$ cat config.mk
export PLATFORM = sky130hd
export DESIGN_NAME = cic_comp_fir
export DESIGN_NICKNAME = d
export VERILOG_FILES = /design/src/rtl/cic_comp_pkg.sv /design/src/rtl/cic_comp_mac.sv /design/src/rtl/cic_comp_fir.sv
export SDC_FILE = /design/constraint.sdc
export NUM_CORES = 2
export LEC_CHECK = 0
export CAP_MARGIN = 15
export CORE_MARGIN = 4
export CORE_UTILIZATION = 58
export CTS_CLUSTER_SIZE = 25
export DETAILED_ROUTE_END_ITERATION = 16
export PLACE_DENSITY = 0.78
export SYNTH_ARGS = -nofsm -noshare
export SYNTH_HDL_FRONTEND = slang
export SYNTH_SLANG_ARGS = --single-unit
$ cat constraint.sdc
create_clock -name clk -period 13.34 [get_ports clk]
set_clock_uncertainty 0.2 [all_clocks]
set_input_delay 2.668 -clock clk [delete_from_list [all_inputs] [get_ports clk]]
set_output_delay 2.668 -clock clk [all_outputs]
set_load 0.01 [all_outputs]
$ cat src/rtl/cic_comp_pkg.sv
// Shared constants for cic_comp_fir: tap counts, coefficient format, the 11 unique
// compensation coefficients (Q1.17, DC gain ~1.10) and the sequencer state encoding.
package cic_comp_pkg;

   localparam int TAPS      = 21;
   localparam int NUM_MAC   = 11;
   localparam int COEF_FRAC = 17;
   localparam int COEF_BITS = 18;

   typedef logic signed [COEF_BITS-1:0] coef_t;

   // h[0..9] pair with h[20..11]; h[10] is the centre tap
   localparam coef_t COEF [NUM_MAC] = '{
      -18'sd150,  18'sd260,   18'sd410,  -18'sd620,  -18'sd980,
       18'sd1460, 18'sd2350, -18'sd3600, -18'sd7800,  18'sd18400,
       18'sd125000
   };

   typedef enum logic [1:0] {
      IDLE = 2'd0,
      MAC  = 2'd1,
      OUT  = 2'd2
   } state_t;

endpackage

$ cat src/rtl/cic_comp_mac.sv
// Shared pre-adder, multiplier and wide accumulator for the symmetric compensation FIR.
// clr zeroes the accumulator for a new output; en adds (op_a + op_b) * coef.
module cic_comp_mac
   import cic_comp_pkg::*;
#(
   parameter int DATA_WIDTH = 18,
   parameter int COEF_WIDTH = 18,
   parameter int ACC_WIDTH  = DATA_WIDTH + 1 + COEF_WIDTH + 4
) (
   input  logic                         clk,
   input  logic                         rst,
   input  logic                         clr,
   input  logic                         en,
   input  logic signed [DATA_WIDTH-1:0] op_a_i,
   input  logic signed [DATA_WIDTH-1:0] op_b_i,
   input  logic signed [COEF_WIDTH-1:0] coef_i,
   output logic signed [ACC_WIDTH-1:0]  acc
);

   localparam int PRE_W  = DATA_WIDTH + 1;
   localparam int PROD_W = PRE_W + COEF_WIDTH;

   logic signed [PRE_W-1:0]     pre;
   logic signed [PROD_W-1:0]    prod;
   logic signed [ACC_WIDTH-1:0] acc_q, acc_d;

   always_comb begin
      pre   = PRE_W'(op_a_i) + PRE_W'(op_b_i);
      prod  = PROD_W'(pre) * PROD_W'(coef_i);
      acc_d = acc_q + ACC_WIDTH'(prod);
   end

   always_ff @(posedge clk) begin
      if (!rst) begin
         acc_q <= '0;
      end else if (clr) begin
         acc_q <= '0;
      end else if (en) begin
         acc_q <= acc_d;
      end
   end

   assign acc = acc_q;

endmodule

$ cat src/rtl/cic_comp_fir.sv
// cic_comp_fir: decimate-by-2, 21-tap symmetric CIC droop compensator on one shared MAC.
// Define CIC_COMP_SAT_EN to saturate the output; otherwise it wraps to OUT_WIDTH bits.
module cic_comp_fir
   import cic_comp_pkg::*;
#(
   parameter int IN_WIDTH   = 38,
   parameter int SHIFT      = 20,
   parameter int DATA_WIDTH = 18,
   parameter int COEF_WIDTH = 18,
   parameter int OUT_WIDTH  = 18
) (
   input  logic                        clk,
   input  logic                        rst,
   input  logic                        nd,
   input  logic signed [IN_WIDTH-1:0]  din,
   output logic                        rdy,
   output logic signed [OUT_WIDTH-1:0] dout,
   output logic                        ovf
);

   localparam int ACC_WIDTH = DATA_WIDTH + 1 + COEF_WIDTH + 4;
   localparam int Y_WIDTH   = ACC_WIDTH - COEF_FRAC;

   typedef logic signed [DATA_WIDTH-1:0] sample_t;

   sample_t                      d_q [TAPS];
   sample_t                      x;
   state_t                       state_q;
   logic [3:0]                   k_q;
   logic                         phase_q, rdy_q, ovf_q;
   logic signed [OUT_WIDTH-1:0]  dout_q, dout_d;
   logic                         accept, compute, mac_en;
   logic [4:0]                   idx_lo, idx_hi;
   sample_t                      op_a, op_b;
   logic signed [COEF_WIDTH-1:0] coef;
   logic signed [ACC_WIDTH-1:0]  acc;
   logic                         unused_bits;

   function automatic logic signed [OUT_WIDTH-1:0] reduce_y(input logic signed [Y_WIDTH-1:0] y);
`ifdef CIC_COMP_SAT_EN
      if (y[Y_WIDTH-1:OUT_WIDTH-1] != {(Y_WIDTH-OUT_WIDTH+1){y[Y_WIDTH-1]}}) begin
         reduce_y = y[Y_WIDTH-1] ? {1'b1, {(OUT_WIDTH-1){1'b0}}} : {1'b0, {(OUT_WIDTH-1){1'b1}}};
      end else begin
         reduce_y = y[OUT_WIDTH-1:0];
      end
`else
      reduce_y = y[OUT_WIDTH-1:0];
`endif
   endfunction

   always_comb begin
      x       = din[SHIFT+DATA_WIDTH-1:SHIFT];
      accept  = nd && (state_q == IDLE || state_q == OUT);
      compute = accept && phase_q;
      mac_en  = (state_q == MAC);
      // step k folds tap k with its mirror 20-k; the centre tap has no partner
      idx_lo  = 5'(k_q);
      idx_hi  = 5'(TAPS - 1) - idx_lo;
      op_a    = d_q[idx_lo];
      op_b    = (k_q == 4'(NUM_MAC - 1)) ? '0 : d_q[idx_hi];
      coef    = COEF_WIDTH'(COEF[k_q]);
      dout_d  = reduce_y(acc[ACC_WIDTH-1:COEF_FRAC]);
   end

   cic_comp_mac #(
      .DATA_WIDTH (DATA_WIDTH),
      .COEF_WIDTH (COEF_WIDTH),
      .ACC_WIDTH  (ACC_WIDTH)
   ) u_mac (
      .clk    (clk),
      .rst    (rst),
      .clr    (compute),
      .en     (mac_en),
      .op_a_i (op_a),
      .op_b_i (op_b),
      .coef_i (coef),
      .acc    (acc)
   );

   always_ff @(posedge clk) begin
      if (!rst) begin
         state_q <= IDLE;
         k_q     <= '0;
         phase_q <= 1'b0;
         rdy_q   <= 1'b0;
         dout_q  <= '0;
         ovf_q   <= 1'b0;
         for (int i = 0; i < TAPS; i++) d_q[i] <= '0;
      end else begin
         rdy_q <= 1'b0;
         if (accept) begin
            d_q[0] <= x;
            for (int i = 1; i < TAPS; i++) d_q[i] <= d_q[i-1];
            phase_q <= ~phase_q;
         end
         // delay line is frozen while MAC reads it, so a sample arriving now is lost
         if (nd && state_q == MAC) ovf_q <= 1'b1;
         case (state_q)
            IDLE: begin
               if (compute) begin
                  state_q <= MAC;
                  k_q     <= '0;
               end
            end
            MAC: begin
               if (k_q == 4'(NUM_MAC - 1)) state_q <= OUT;
               else                        k_q     <= k_q + 4'd1;
            end
            OUT: begin
               rdy_q  <= 1'b1;
               dout_q <= dout_d;
               if (compute) begin
                  state_q <= MAC;
                  k_q     <= '0;
               end else begin
                  state_q <= IDLE;
               end
            end
            default: state_q <= IDLE;
         endcase
      end
   end

   assign unused_bits = ^{din[SHIFT-1:0], acc[COEF_FRAC-1:0]};

   assign rdy  = rdy_q;
   assign dout = dout_q;
   assign ovf  = ovf_q;

endmodule

==> metrics.txt <==
Slew HR=27.13%; Die W=253.9 um; Arr. time, crit path=12340 ps; EDFF count, synth=378; Ports=61; worst slew pin tran=1089 ps; Routed WL per cell=21.81 um; startpoint types=flop; Max stage delay on crit path=890 ps; GR Overflow Total=0; Pins Over Slew Limit=0; die height=roughly 250 um; Top delay family on crit path=adder cells; largest net degree at the start of global routing=187; Post-DRT Antenna Nets=0; MaxCap Viol Count=0; Crit path required time=between 10000 and 15000 ps; maximum root-to-sink buffer count=3; dpl hpwl=56.17 mm; First-pass DRT Iterations=7; Clock transition at path regs=approximately 60 ps; Hold Path Class=reg2reg; top post-synthesis cells by count=inv_1 (401), edfxtp_1 (378), fa_1 (344), and3_1 (329), nand2_1 (228); crit path max-delay cell type=dfxtp_1; critical path type=reg2reg; RSZ-0062 raised after global routing=no; Initial Utilization=58.99%; clock sink total=between 400 and 500; RePlAce Congestion=about 0.9; status=finished clean; Rows=approximately 90; Post-synth top flop=edfxtp_1; vias in the first global route=approximately 24000; postcts setup bufs=0; Synth area leaders=edfxtp_1 (32%), fa_1 (20%), mux4_2 (13%); netlist area before placement=between 30000 and 40000 um^2; Syn. warnings=0; Synth top area share=between 30% and 40%; Syn-to-layout area delta=7.965%; Skew-Pair Late Insertion Delay=610 ps; die area=64480 um^2; initial antenna violation count=2; Vias/cell=~6.2; final hold vios=0; ant diodes=0; Core Box Area=59460 um^2; CP dominant cell by count=fa_1; Tcrit/Tclk final=89.96%; first-pass GRT wire length=131.3 mm; Final setup viols=0; Final Hold Slack=between 200 and 300 ps; Syn Nets=between 3000 and 4000; Fill cells=4333; async set-reset flop share out of synthesis=0%; DRT iter0 DRCs=between 2000 and 2500; Seq/Total Area, Yosys=36.07%; Mean Syn Cell Area=11.89 um^2; total negative slack=0 ps; buffer and inverter count on the worst path=4; PostCTS Resize Cnt=0; Total GRT Usage=around a quarter; fin crit period=12000 ps; share of layout cells above drive strength 1=12.31%; crit path max fanout=24; fmax=roughly 83 MHz; # port buffers=40; Seq cells post-synth=443; internal reg-to-reg setup slack=1340 ps; Synth area leader=edfxtp_1; CTS Root Cell=clkbuf_16; Post-Syn Instances=approximately 3000; Vias=about 23000; Distinct cells, synth=64; TritonCTS buffer count=between 40 and 50; crit end category=flop; top-count cell post-synth=inv_1; final WL=80.99 mm; CTS tree=built; Layout Nets=3436; CTS Hold Bufs=0; DRC viols=0; H-tree Lvls=2
==> cell usage in the layout (no fill, tap or decap), types with 24 or more instances in the layout <==
| cell type | n |
|---|---|
| inv_1 | 401 |
| edfxtp_1 | 378 |
| fa_1 | 344 |
| and3_1 | 329 |
| nand2_1 | 228 |
| mux4_2 | 198 |
| nor2_1 | 170 |
| ha_1 | 146 |
| a21oi_1 | 78 |
| and2_1 | 64 |
| dfxtp_1 | 62 |
| clkbuf_16 | 49 |
| buf_4 | 45 |
| xnor2_1 | 41 |
| clkdlybuf4s50_1 | 39 |
| nor3_1 | 29 |
| a211oi_1 | 28 |
| nand3_1 | 25 |
| o21ai_1 | 24 |
==> tightest hold or removal path, delay by kind of cell, from the launching register on <==
| family | cells | cell delay, ps |
|---|---|---|
| AO/OA/AOI/OAI | 1 | 50 |
| flip-flops | 1 | 310 |
| AND/OR/NAND/NOR | 1 | 50 |
==> path summary, 6_finish.rpt <==
| kind | endpoint | cells after the start | from |
|---|---|---|---|
| max reg2reg | u_mac.acc[34] | 36 | k_q[3] |
| min reg2reg | u_mac.acc[14] | 2 | u_mac.acc[14] |
| max | u_mac.acc[34] | 36 | k_q[3] |
| min | u_mac.acc[14] | 2 | u_mac.acc[14] |
==> metrics by stage <==
| stage | instances | util, % | setup slack (ps) | area (um^2) |
|---|---|---|---|---|
| 2_1_floorplan | 2949 | - | 2122 | 35080 |
| 3_3_place_gp | 3624 | 60.87 | 1775 | 36200 |
| 3_5_place_dp | 3624 | 60.87 | 1521 | 36200 |
| 4_1_cts | 3712 | 63.67 | 1488 | 37860 |
| 5_1_grt | 3713 | 63.69 | 813.1 | 37870 |
| 6_report | 3713 | 63.69 | 1339 | 37870 |
==> state kept, by name (all words and copies together) (netlist names), named ones only <==
register   cells
d_q          378
u_mac.acc     34
dout          18
k_q            4
state_q        2
ovf            1
phase_q        1
rdy            1
==> kinds of logic (layout without fill, tap and decap cells) <==
family / Yosys count / count (layout) / synth area share (%)
buffers and inverters: 591 / 582 / 6.431
muxes: 218 / 218 / 13.29
adders and majority gates: 492 / 492 / 24.91
xor gates and xnor gates: 66 / 66 / 1.691
and+or+nand+nor: 893 / 893 / 13.06
DFF: 443 / 443 / 36.07
AOI/OAI and AO/OA: 246 / 246 / 4.552
==> metal layers <==
layer,share of wire (%),GRT usage (%)
met5,0,0
met4,3.1,8.197
met3,7.9,3.776
met2,49,42.42
met1,40,35.98
==> area by class of cell <==
type	instances	area (um^2)	area share [%]
repair buffers	89	822.0	2.171
clock inverters	36	419.2	1.107
inverters	405	1520	4.014
multi-input cells	1915	20230	53.42
well taps	773	967.2	2.554
clock buffers	52	1247	3.294
flip-flops and latches	443	12660	33.44
Power is left out: the tool's default activity adds up to more than one toggle a clock period on the data nets, which glitch-free logic cannot reach.
